===== src/rtl/foc_xform_seq_pkg.sv =====
// Shared op codes, sequencer state encoding and watchdog limit for the FOC transform sequencer.
package foc_pkg;

   localparam logic [1:0] OP_CLARKE  = 2'd0;
   localparam logic [1:0] OP_ICLARKE = 2'd1;
   localparam logic [1:0] OP_PARK    = 2'd2;
   localparam logic [1:0] OP_IPARK   = 2'd3;

   typedef enum logic [2:0] {
      SEQ_IDLE    = 3'd0,
      SEQ_S1_GO   = 3'd1,
      SEQ_S1_WAIT = 3'd2,
      SEQ_S2_GO   = 3'd3,
      SEQ_S2_WAIT = 3'd4,
      SEQ_RESP    = 3'd5
   } seq_state_t;

   localparam int unsigned WDOG_LIMIT = 1023;

endpackage


===== src/rtl/foc_xform_seq_if.sv =====
// Host (valid/ready) and matmul (start/done) signal bundle for foc_xform_seq.
interface foc_xform_seq_if #(
   parameter int D_WIDTH = 19
) ();
   logic                      in_valid;
   logic                      in_ready;
   logic                      in_inv;
   logic signed [D_WIDTH-1:0] in_a;
   logic signed [D_WIDTH-1:0] in_b;
   logic signed [D_WIDTH-1:0] in_sin;
   logic signed [D_WIDTH-1:0] in_cos;
   logic                      out_valid;
   logic                      out_ready;
   logic signed [D_WIDTH-1:0] out_a;
   logic signed [D_WIDTH-1:0] out_b;
   logic                      mm_start;
   logic [1:0]                mm_op;
   logic signed [D_WIDTH-1:0] mm_a;
   logic signed [D_WIDTH-1:0] mm_b;
   logic signed [D_WIDTH-1:0] mm_sin;
   logic signed [D_WIDTH-1:0] mm_cos;
   logic signed [D_WIDTH-1:0] mm_a_res;
   logic signed [D_WIDTH-1:0] mm_b_res;
   logic                      mm_done;
   logic                      err;

   // master: the sequencer; slave: host controller plus matmul engine
   modport master (
      input  in_valid, in_inv, in_a, in_b, in_sin, in_cos, out_ready,
             mm_a_res, mm_b_res, mm_done,
      output in_ready, out_valid, out_a, out_b,
             mm_start, mm_op, mm_a, mm_b, mm_sin, mm_cos, err
   );

   modport slave (
      output in_valid, in_inv, in_a, in_b, in_sin, in_cos, out_ready,
             mm_a_res, mm_b_res, mm_done,
      input  in_ready, out_valid, out_a, out_b,
             mm_start, mm_op, mm_a, mm_b, mm_sin, mm_cos, err
   );

endinterface


===== src/rtl/foc_xform_seq.sv =====
// Two-stage FOC transform sequencer driving one matmul engine (Clarke->Park or invPark->invClarke).
// Optional WAIT-state watchdog enabled by defining FOC_SEQ_TIMEOUT_EN.
module foc_xform_seq
   import foc_pkg::*;
#(
   parameter int D_WIDTH = 19,
   parameter int Q_BITS  = 15
) (
   input logic             clk,
   input logic             rst,
   foc_xform_seq_if.master bus
);

   localparam logic [2:0] IDLE    = SEQ_IDLE;
   localparam logic [2:0] S1_GO   = SEQ_S1_GO;
   localparam logic [2:0] S1_WAIT = SEQ_S1_WAIT;
   localparam logic [2:0] S2_GO   = SEQ_S2_GO;
   localparam logic [2:0] S2_WAIT = SEQ_S2_WAIT;
   localparam logic [2:0] RESP    = SEQ_RESP;

   // Q_BITS only describes the data format; reject nonsensical combinations at elaboration
   if (Q_BITS < 0 || Q_BITS >= D_WIDTH) begin : g_qbits_invalid
      $error("foc_xform_seq: Q_BITS must lie in [0, D_WIDTH-1]");
   end

   logic [2:0]                state;
   logic                      inv_p0;
   logic [1:0]                op_p0;
   logic signed [D_WIDTH-1:0] a_p0;
   logic signed [D_WIDTH-1:0] b_p0;
   logic signed [D_WIDTH-1:0] sin_p0;
   logic signed [D_WIDTH-1:0] cos_p0;
   logic signed [D_WIDTH-1:0] res_a_p1;
   logic signed [D_WIDTH-1:0] res_b_p1;
   logic                      vld_p1;
   logic                      err_q;
   logic                      done_unexpected;

`ifdef FOC_SEQ_TIMEOUT_EN
   logic [9:0]                wdog;
   localparam logic [9:0]     WDOG_LAST = 10'(WDOG_LIMIT - 1);
`endif

   assign done_unexpected = bus.mm_done &&
                            (state == S1_GO || state == S2_GO || state == RESP);
   assign vld_p1          = (state == RESP);

   always_ff @(posedge clk) begin
      if (rst) begin
         state    <= IDLE;
         inv_p0   <= 1'b0;
         op_p0    <= OP_CLARKE;
         a_p0     <= '0;
         b_p0     <= '0;
         sin_p0   <= '0;
         cos_p0   <= '0;
         res_a_p1 <= '0;
         res_b_p1 <= '0;
         err_q    <= 1'b0;
`ifdef FOC_SEQ_TIMEOUT_EN
         wdog     <= '0;
`endif
      end else begin
         if (done_unexpected)
            err_q <= 1'b1;

         case (state)
            // p0: request latched straight into the stage-1 operand registers
            IDLE: begin
               if (bus.in_valid) begin
                  inv_p0 <= bus.in_inv;
                  op_p0  <= bus.in_inv ? OP_IPARK : OP_CLARKE;
                  a_p0   <= bus.in_a;
                  b_p0   <= bus.in_b;
                  sin_p0 <= bus.in_sin;
                  cos_p0 <= bus.in_cos;
                  state  <= S1_GO;
               end
            end
            S1_GO: begin
               state <= S1_WAIT;
`ifdef FOC_SEQ_TIMEOUT_EN
               wdog  <= '0;
`endif
            end
            // stage-1 results become stage-2 operands; sin/cos stay as latched
            S1_WAIT: begin
               if (bus.mm_done) begin
                  a_p0  <= bus.mm_a_res;
                  b_p0  <= bus.mm_b_res;
                  op_p0 <= inv_p0 ? OP_ICLARKE : OP_PARK;
                  state <= S2_GO;
               end
`ifdef FOC_SEQ_TIMEOUT_EN
               else if (wdog == WDOG_LAST) begin
                  err_q    <= 1'b1;
                  res_a_p1 <= '0;
                  res_b_p1 <= '0;
                  state    <= RESP;
               end else begin
                  wdog <= wdog + 10'd1;
               end
`endif
            end
            S2_GO: begin
               state <= S2_WAIT;
`ifdef FOC_SEQ_TIMEOUT_EN
               wdog  <= '0;
`endif
            end
            // p1: final results held until the host takes them
            S2_WAIT: begin
               if (bus.mm_done) begin
                  res_a_p1 <= bus.mm_a_res;
                  res_b_p1 <= bus.mm_b_res;
                  state    <= RESP;
               end
`ifdef FOC_SEQ_TIMEOUT_EN
               else if (wdog == WDOG_LAST) begin
                  err_q    <= 1'b1;
                  res_a_p1 <= '0;
                  res_b_p1 <= '0;
                  state    <= RESP;
               end else begin
                  wdog <= wdog + 10'd1;
               end
`endif
            end
            RESP: begin
               if (bus.out_ready)
                  state <= IDLE;
            end
            default: state <= IDLE;
         endcase
      end
   end

   assign bus.in_ready  = (state == IDLE);
   assign bus.mm_start  = (state == S1_GO) || (state == S2_GO);
   assign bus.mm_op     = op_p0;
   assign bus.mm_a      = a_p0;
   assign bus.mm_b      = b_p0;
   assign bus.mm_sin    = sin_p0;
   assign bus.mm_cos    = cos_p0;
   assign bus.out_valid = vld_p1;
   assign bus.out_a     = res_a_p1;
   assign bus.out_b     = res_b_p1;
   assign bus.err       = err_q;

endmodule

===== src/flat_wrapper.sv =====
// flat-port wrapper written by rule: the top's interface ports become plain ports
module foc_xform_seq_flat import foc_pkg::*;
#(
   parameter int D_WIDTH = 19,
   parameter int Q_BITS  = 15
)
  (clk, rst, bus_in_valid, bus_in_inv, bus_in_a, bus_in_b, bus_in_sin, bus_in_cos, bus_out_ready, bus_mm_a_res, bus_mm_b_res, bus_mm_done, bus_in_ready, bus_out_valid, bus_out_a, bus_out_b, bus_mm_start, bus_mm_op, bus_mm_a, bus_mm_b, bus_mm_sin, bus_mm_cos, bus_err);
  foc_xform_seq_if #(.D_WIDTH(D_WIDTH)) bus_i ();
  input logic clk;
  input logic rst;
  input wire logic [$bits(bus_i.in_valid)-1:0] bus_in_valid;
  input wire logic [$bits(bus_i.in_inv)-1:0] bus_in_inv;
  input wire logic [$bits(bus_i.in_a)-1:0] bus_in_a;
  input wire logic [$bits(bus_i.in_b)-1:0] bus_in_b;
  input wire logic [$bits(bus_i.in_sin)-1:0] bus_in_sin;
  input wire logic [$bits(bus_i.in_cos)-1:0] bus_in_cos;
  input wire logic [$bits(bus_i.out_ready)-1:0] bus_out_ready;
  input wire logic [$bits(bus_i.mm_a_res)-1:0] bus_mm_a_res;
  input wire logic [$bits(bus_i.mm_b_res)-1:0] bus_mm_b_res;
  input wire logic [$bits(bus_i.mm_done)-1:0] bus_mm_done;
  output wire logic [$bits(bus_i.in_ready)-1:0] bus_in_ready;
  output wire logic [$bits(bus_i.out_valid)-1:0] bus_out_valid;
  output wire logic [$bits(bus_i.out_a)-1:0] bus_out_a;
  output wire logic [$bits(bus_i.out_b)-1:0] bus_out_b;
  output wire logic [$bits(bus_i.mm_start)-1:0] bus_mm_start;
  output wire logic [$bits(bus_i.mm_op)-1:0] bus_mm_op;
  output wire logic [$bits(bus_i.mm_a)-1:0] bus_mm_a;
  output wire logic [$bits(bus_i.mm_b)-1:0] bus_mm_b;
  output wire logic [$bits(bus_i.mm_sin)-1:0] bus_mm_sin;
  output wire logic [$bits(bus_i.mm_cos)-1:0] bus_mm_cos;
  output wire logic [$bits(bus_i.err)-1:0] bus_err;
  assign bus_i.in_valid = bus_in_valid;
  assign bus_i.in_inv = bus_in_inv;
  assign bus_i.in_a = bus_in_a;
  assign bus_i.in_b = bus_in_b;
  assign bus_i.in_sin = bus_in_sin;
  assign bus_i.in_cos = bus_in_cos;
  assign bus_i.out_ready = bus_out_ready;
  assign bus_i.mm_a_res = bus_mm_a_res;
  assign bus_i.mm_b_res = bus_mm_b_res;
  assign bus_i.mm_done = bus_mm_done;
  assign bus_in_ready = bus_i.in_ready;
  assign bus_out_valid = bus_i.out_valid;
  assign bus_out_a = bus_i.out_a;
  assign bus_out_b = bus_i.out_b;
  assign bus_mm_start = bus_i.mm_start;
  assign bus_mm_op = bus_i.mm_op;
  assign bus_mm_a = bus_i.mm_a;
  assign bus_mm_b = bus_i.mm_b;
  assign bus_mm_sin = bus_i.mm_sin;
  assign bus_mm_cos = bus_i.mm_cos;
  assign bus_err = bus_i.err;
  foc_xform_seq #(.D_WIDTH(D_WIDTH), .Q_BITS(Q_BITS)) u_core (.clk(clk), .rst(rst), .bus(bus_i));
endmodule

===== config.mk =====
export PLATFORM = sky130hd
export DESIGN_NAME = foc_xform_seq_flat
export DESIGN_NICKNAME = d
export VERILOG_FILES = /design/src/rtl/foc_xform_seq_pkg.sv /design/src/rtl/foc_xform_seq_if.sv /design/src/rtl/foc_xform_seq.sv /design/src/flat_wrapper.sv
export SDC_FILE = /design/constraint.sdc
export NUM_CORES = 1
export LEC_CHECK = 0
export BUFFER_PORTS_ARGS = -buffer_cell sky130_fd_sc_hd__buf_2
export CAP_MARGIN = 20
export CELL_PAD_IN_SITES_DETAIL_PLACEMENT = 0
export CELL_PAD_IN_SITES_GLOBAL_PLACEMENT = 1
export CORE_MARGIN = 2
export CORE_UTILIZATION = 32
export CTS_BUF_LIST = sky130_fd_sc_hd__clkbuf_16
export CTS_CLUSTER_SIZE = 24
export DETAILED_ROUTE_END_ITERATION = 12
export GPL_TIMING_DRIVEN = 0
export PLACE_DENSITY = 0.85
export SETUP_SLACK_MARGIN = 0.5
export SYNTH_ARGS = -nofsm -noshare
export SYNTH_HDL_FRONTEND = slang
export SYNTH_SLANG_ARGS = --single-unit

===== constraint.sdc =====
create_clock -name clk -period 2.3 [get_ports clk]
set_clock_uncertainty 0.1 [all_clocks]
set_input_delay 0.46 -clock clk [delete_from_list [all_inputs] [get_ports clk]]
set_output_delay 0.46 -clock clk [all_outputs]
set_load 0.05 [all_outputs]

After elaboration in Yosys (flattened, before gate mapping)
Index checks and enable logic that the tools add are counted.
{ "totals": {"ff_bits": 121, "in_bits": 120, "output_inout_bits": 120, "elab_cells": 44} }
{ "classes": {"n_eq_ne": 9, "n_mux": 16, "reduce_logical": 9} }
{ "op_table": {"columns": ["cell", "n"], "rows": [
  ["$mux W19", 4],
  ["$pmux W19 S2", 2],
  ["$pmux W3 S6", 1],
  ["$mux W3", 4],
  ["$mux W2", 4],
  ["$ne A2 B2 Y1 const B", 4],
  ["$eq A3 B2 Y1 const B", 2],
  ["$eq A3 B3 Y1 const B", 2],
  ["$pmux W2 S2", 1],
  ["$reduce_and A2 Y1", 2],
  ["$reduce_and A4 Y1", 1],
  ["$eq A3 B1 Y1 const B", 1],
  ["$logic_not A3 Y1", 1],
  ["$reduce_and A3 Y1", 1],
  ["$logic_or A1 B1 Y1", 2],
  ["$reduce_bool A2 Y1", 1],
  ["$logic_and A1 B1 Y1", 1]
]} }

Depth between registers and ports, before layout
Gate-level depths: netlist (run 1).
{ "logic_depth": {"depth_word": 4, "ltp_mapped": 6, "mapped_depth_nobuf": 3} }

Worst setup path after synthesis (run 1)
OpenSTA, ideal clock, no wires.
{ "synth_path": {"path_type": "register to output", "from": "register u_core.state[0]", "to": "output bus_in_ready", "arrival_time_ns": 1.413, "required_time_ns": 1.740, "setup_slack_ns": 0.327, "path_stages_with_launch": 4, "n_path_buf": 1, "cell_sequence": "dfxtp_1 > buf_2 > or2_2 > nor2_1"} }
{ "synth_between": {"elab_chain_len": 1} }
{ "synth_rtl": {"columns": ["item", "line", "source"], "rows": [
  ["start: declaration", "foc_xform_seq.sv:26", "logic [2:0] state;"],
  ["start signal: assignment", "foc_xform_seq.sv:50", "state <= IDLE;"],
  ["start signal: assignment", "foc_xform_seq.sv:77", "state <= S1_GO;"],
  ["start signal: assignment", "foc_xform_seq.sv:81", "state <= S1_WAIT;"],
  ["$logic_not A3 Y1", "foc_xform_seq.sv:138", "assign bus.in_ready = (state == IDLE);"],
  ["end: declaration", "flat_wrapper.sv:21", "output wire logic [$bits(bus_i.in_ready)-1:0] bus_in_ready;"]
]} }
Every way passes these cells.

Worst setup path after layout (run 1)
Ends and elaborated chain as after synthesis.

==> flow_summary.yaml, run 1 <==
drt:
  dr.pass1.iters: 5
  drtIter0Drc: 268
  ant_nets: 0
  routed_wl_um: 18200
  vias_per_cell: 4.77
  wire_per_inst_um: 16.1
  drc: 0
  route.vias.total: 5388
worst_setup_path:
  critPathSlowestCell: "dfxtp_2"
  critPathRequiredTime_ps: 1740
  startpoint_type: "flop"
  crit_chain: "buf_6 -> or2_4 -> nor2_4 -> buf_8"
  endpoint_kind: "primary output"
  critPathKind: "flop to primary output"
  path_buf_inv: 2
  arrival_ps: 1380
  path_delay_family: "simple AND/OR/NAND/NOR gates"
  crit_fanout: 6
  worst-path-stages: 4
  slowest_delay_ps: 320
  reg2reg_depth: 6
worst_hold_path:
  hold_path.class: "input port to flop"
  hold-path-cell-count: 3
global_routing:
  grt_pass1_wl_um: 27500
  antenna_found_initial: 1
  grt_max_degree: 17
  grt_pass1_vias: 5281
  overflow: 0
  grt_use_total: 0.215
sta:
  slew_headroom: 0.548
  hold_violations: 0
  finalSetupTns_ps: 0
  setup_viol: 0
  rsz0062_at_grt: "yes"
  slew_viol_final: 0
  tightest_slew_ps: 677
  fin_crit_ps: 1940
  worst_slack_ps: 365
  max_clock_freq_ghz: 0.517
  min_period_over_period: 0.841
placement:
  port_buffers: 237
  dpl.hpwl_um: 13500
  gp_congestion: 0.779
  place_area_mm2: 0.00648
  dp_slack_ps: 90.6
layout:
  layout.nets: 1026
  final_cell_mix: "buf_2 (252), nand2_1 (156), a21oi_1 (120)"
  layout_commonest_cell: "buf_2"
  area_delta_synth_final_pct: 46.0
  n_antenna_cell: 0
  fin_util: 0.481
  final_area_mm2: 0.00734
  drive_above_1_share: 0.363
  fill_cells: 1645
pwr:
  clock_power_share: 0.399
  intPower_mw: 4.62
  vdd_drop_max_v: 0.000535
  cellLeakagePower_nw: 3.41
  switchingPower_mw: 2.29
  powerDensity_mw_per_mm2: 940
  p_seq_frac: 0.342
  total_power_mw: 6.90
  power.share.combinational: 0.259
  sw_frac_of_total: 0.331
logic_synthesis:
  syn-cell-area_mm2: 0.00503
  syn_avg_cell_area_um2: 7.92
  ys_ff_latch: 121
  yosysWarnings: 0
  synth_seq_area_share: 0.482
  ys_types: 28
  synth_cells: 635
  syn_nets: 755
die:
  core-area_mm2: 0.0153
  die_area_mm2: 0.0167
  rows: 45
  num_io_pins: 240
  die_x_um: 129
  initial_core_util: 0.330
  die_h_um: 129
cts:
  ctsLongestPathBuffers: 2
  htreeDepth: 4
  path_clk_slew_ps: 60
  clockRootBuffer: "clkbuf_16"
  postCtsHoldBufs: 0
  cts_buffers: 17
  cts_tree: "built"
  clk_latency_ps: 420
  cts.sinks: 121
job:
  maxCapViolCount: 0
run_status:
  status: "finished clean"
## sequential cells by signal, summed over array words and instances, names as in the netlist
| signal | cells |
|---|---|
| u_core.bus.err | 1 |
| u_core.bus.mm_a | 19 |
| u_core.bus.mm_b | 19 |
| u_core.bus.mm_cos | 19 |
| u_core.bus.mm_op | 2 |
| u_core.bus.mm_sin | 19 |
| u_core.bus.out_a | 19 |
| u_core.bus.out_b | 19 |
| u_core.inv_p0 | 1 |
| u_core.state | 3 |
## worst min-delay path, cell delays in order
cell	delay [ps]
buf_2	100
nand2_1	40
a21oi_1	50
## cells by family after synthesis
group | share of synthesized area
DFF | 0.482
xor gates and xnor gates | 0.00174
and+or+nand+nor | 0.176
AOI/OAI and AO/OA | 0.253
buffers and inverters | 0.0853
muxes | 0.00224
## layout make-up
class                   count  area (um2)  area share
inverters                  36         135      0.0184
repair buffers            252        1340       0.183
clock buffers              17         425      0.0579
flip-flops and latches    121        2420       0.330
multi-input cells         416        2220       0.302
clock inverters            15         183      0.0249
well taps                 211         264      0.0360
plain buffers              62         350      0.0477
## synthesized netlist by cell type
cell | instances | area [um2]
nand2_1 | 158 | 593
a21oi_1 | 121 | 606
dfxtp_1 | 121 | 2420
nor2_1 | 40 | 150
a211oi_1 | 37 | 278
a32o_1 | 36 | 360
inv_1 | 36 | 135
clkbuf_1 | 34 | 128
buf_2 | 22 | 110
nor3_1 | 4 | 20.0
buf_4 | 3 | 22.5
buf_6 | 3 | 33.8
or3b_2 | 3 | 26.3
nand3b_1 | 2 | 15.0
nor2b_1 | 2 | 12.5
a22oi_1 | 1 | 7.51
a31oi_1 | 1 | 6.26
and2_1 | 1 | 6.26
and4bb_2 | 1 | 12.5
mux2_2 | 1 | 11.3
nand3_1 | 1 | 5.00
nand4bb_1 | 1 | 11.3
nor4b_2 | 1 | 15.0
o211ai_1 | 1 | 7.51
o21ai_0 | 1 | 5.00
or2_2 | 1 | 6.26
or4b_4 | 1 | 13.8
xnor2_1 | 1 | 8.76
## layer usage
layer / part of all wire / global-route usage / vias up / wire length (um)
met1: 0.42 / 0.251 / 2468 / 7640
met5: 0.00071 / 0 / - / 13
li1: - / - / 2712 / -
met2: 0.49 / 0.371 / 185 / 8910
met4: 0.011 / 0.0607 / 2 / 196
met3: 0.081 / 0.0784 / 21 / 1470
## what timing repair did
item,in CTS,in global routing
buffers inserted,10,4
cloned,0,1
resized for setup,27,24
pin swaps,2,2
setup endpoints to repair,25,81
endpoints found under the hold margin,0,0
## worst paths after layout
path	start	to	slack (ps)
max reg2reg	u_core.state[0]$_SDFFE_PP0P_	u_core.bus.mm_b[7]$_SDFFE_PP0P_	520
max	u_core.state[0]$_SDFFE_PP0P_	bus_in_ready	360
min	bus_in_cos[4]	u_core.bus.mm_cos[4]$_SDFFE_PP0P_	170
min reg2reg	u_core.bus.out_b[16]$_SDFFE_PP0P_	u_core.bus.out_b[16]$_SDFFE_PP0P_	350
## through the flow
stage	hold slack, ps	cells
after floorplan	346	635
after global placement	340	1083
after detailed placement	344	1083
after CTS	162	1125
after global routing	166	1130
final	172	1130
## power by group through the flow
stage	sequential [mW]	combinational [mW]	clock (mW)
after floorplan	2.96	0.622	0
after global placement	2.39	1.68	0
after detailed placement	2.40	1.69	0
after CTS	2.36	1.76	2.80
after global routing	2.38	1.91	2.90
final	2.36	1.79	2.76
No activity file was read; power rests on OpenSTA's default activity.
==> run 2, diff against run 1 <==
- clock period: 2.3 -> 1.9 ns (I/O delays scaled with it)
==> run 2 against run 1 <==
  * Cell count increased by 0.53%
  * Final area increased by 9.2%
  * Count of clock-buffer cells in the layout unchanged
  * Wire length increased by 3.2%
  * Core utilization increased by 4.4 points
  * Power increased by 29%
  * Setup slack got worse by 310 ps
  * First-iteration DRC count increased by 10%
  * Via count increased by 3.8%
  * Non-clock buffer count increased by 5
==> flow_summary.yaml, run 2 (synthesis gave the netlist of run 1 again) <==
run_status:
  status: "finished clean"
layout:
  layout.nets: 1031
  final_cell_mix: "buf_2 (226), nand2_1 (157), dfxtp_1 (108)"
  final_area_mm2: 0.00802
  area_delta_synth_final_pct: 59.5
  drive_above_1_share: 0.445
  finalNonFillerCells: 1136
  fill_cells: 1493
  layout_commonest_cell: "buf_2"
worst_setup_path:
  r2r_setup_slack_ps: 100
  arrival_ps: 1370
  critPathKind: "flop to primary output"
  startpoint_type: "flop"
  endpoint_kind: "primary output"
  critPathSlowestCell: "dfxtp_1"
  slowest_delay_ps: 300
  path_delay_family: "buffers and inverters"
  critPathRequiredTime_ps: 1420
  reg2reg_depth: 7
  crit_chain: "buf_6 -> buf_12 -> nor2b_4 -> and2_4 -> buf_8"
  worst-path-stages: 5
  path_buf_inv: 3
  crit_fanout: 4
global_routing:
  overflow: 0
  grt_pass1_wl_um: 27600
  antenna_found_initial: 1
  grt_max_degree: 17
  grt_pass1_vias: 5104
  grt_use_total: 0.216
cts:
  path_clk_slew_ps: 60
  ctsLongestPathBuffers: 2
  cts_buffers: 17
  cts_tree: "built"
  clk_latency_ps: 410
  htreeDepth: 4
  clockRootBuffer: "clkbuf_16"
  cts.sinks: 121
die:
  die_x_um: 129
  die_h_um: 129
  die_area_mm2: 0.0167
  initial_core_util: 0.330
  rows: 45
  num_io_pins: 240
  core-area_mm2: 0.0153
drt:
  vias_per_cell: 4.92
  ant_nets: 0
  wl_met3_um: 1460
  highest-signal-layer: "met4"
  routed_wl_um: 18800
  dr.pass1.iters: 5
  met1_length_um: 8020
  route.vias.total: 5594
  wire_per_inst_um: 16.6
  drc: 0
  wl_met2_um: 9140
  drtIter0Drc: 295
sta:
  worst_hold_slack_ps: 94.7
  rsz0062_at_grt: "yes"
  max_clock_freq_ghz: 0.541
  slew_headroom: 0.499
  tightest_slew_ps: 752
  hold_violations: 0
  slew_viol_final: 0
  setup_viol: 0
  fin_crit_ps: 1850
  min_period_over_period: 0.973
worst_hold_path:
  hold-path-cell-count: 3
  hold_path.class: "input port to flop"
placement:
  port_buffers: 237
  place_area_mm2: 0.00653
  gp_congestion: 0.808
  dp_cells: 1083
  dpl.hpwl_um: 13300
pwr:
  powerDensity_mw_per_mm2: 1110
  cellLeakagePower_nw: 3.62
  vdd_drop_max_v: 0.000621
  total_power_mw: 8.91
job:
  maxCapViolCount: 0
run 2: layout make-up:
class / instances / area, um2 / area share
Multi-Input combinational cell: 416 / 2450 / 0.306
Tap cell: 211 / 264 / 0.0329
Timing Repair Buffer: 257 / 1550 / 0.193
Clock inverter: 15 / 223 / 0.0278
Buffer: 62 / 529 / 0.0660
Antenna cell: 1 / 2.50 / 0.000312
Clock buffer: 17 / 425 / 0.0530
Inverter: 36 / 135 / 0.0168
Sequential cell: 121 / 2440 / 0.304
run 2: metrics by stage:
stage / worst slack (ps) / utilization / TNS, ps
after floorplan: 355 / - / 0
after global placement: 48.6 / 0.428 / 0
after detailed placement: 62.6 / 0.428 / 0
after CTS: 56.2 / 0.490 / 0
after global routing: -13.9 / 0.526 / -30.0
final: 51.5 / 0.526 / 0
run 2: where the power goes:
group | switching (mW) | internal, mW
clock network | 1.25 | 2.33
registers | 0.129 | 2.76
logic | 1.58 | 0.863
run 2: timing repair:
item	in CTS	in global routing
endpoints found under the hold margin	0	0
setup buffers	13	4
hold buffers	0	0
pin swaps	6	6
resized for setup	45	176
gates cloned	2	1
setup endpoints to repair	231	238
run 2: routing by layer:
metal,GRT usage,up-vias
met5,0,-
met4,0.0588,0
met3,0.0685,13
met2,0.366,209
met1,0.265,2645
li1,-,2727
run 2: final timing paths:
| kind | startpoint | end |
|---|---|---|
| max | u_core.state[1]$_SDFFE_PP0P_ | bus_out_valid |
| min | bus_in_cos[18] | u_core.bus.mm_cos[18]$_SDFFE_PP0P_ |
| max reg2reg | u_core.state[0]$_SDFFE_PP0P_ | u_core.bus.mm_sin[16]$_SDFFE_PP0P_ |
| min reg2reg | u_core.bus.mm_sin[17]$_SDFFE_PP0P_ | u_core.bus.mm_sin[17]$_SDFFE_PP0P_ |
run 2: worst min-delay path, cell delays in order:
cell and delay (ps):
buf_2 90, nand2_1 40, a21oi_1 50
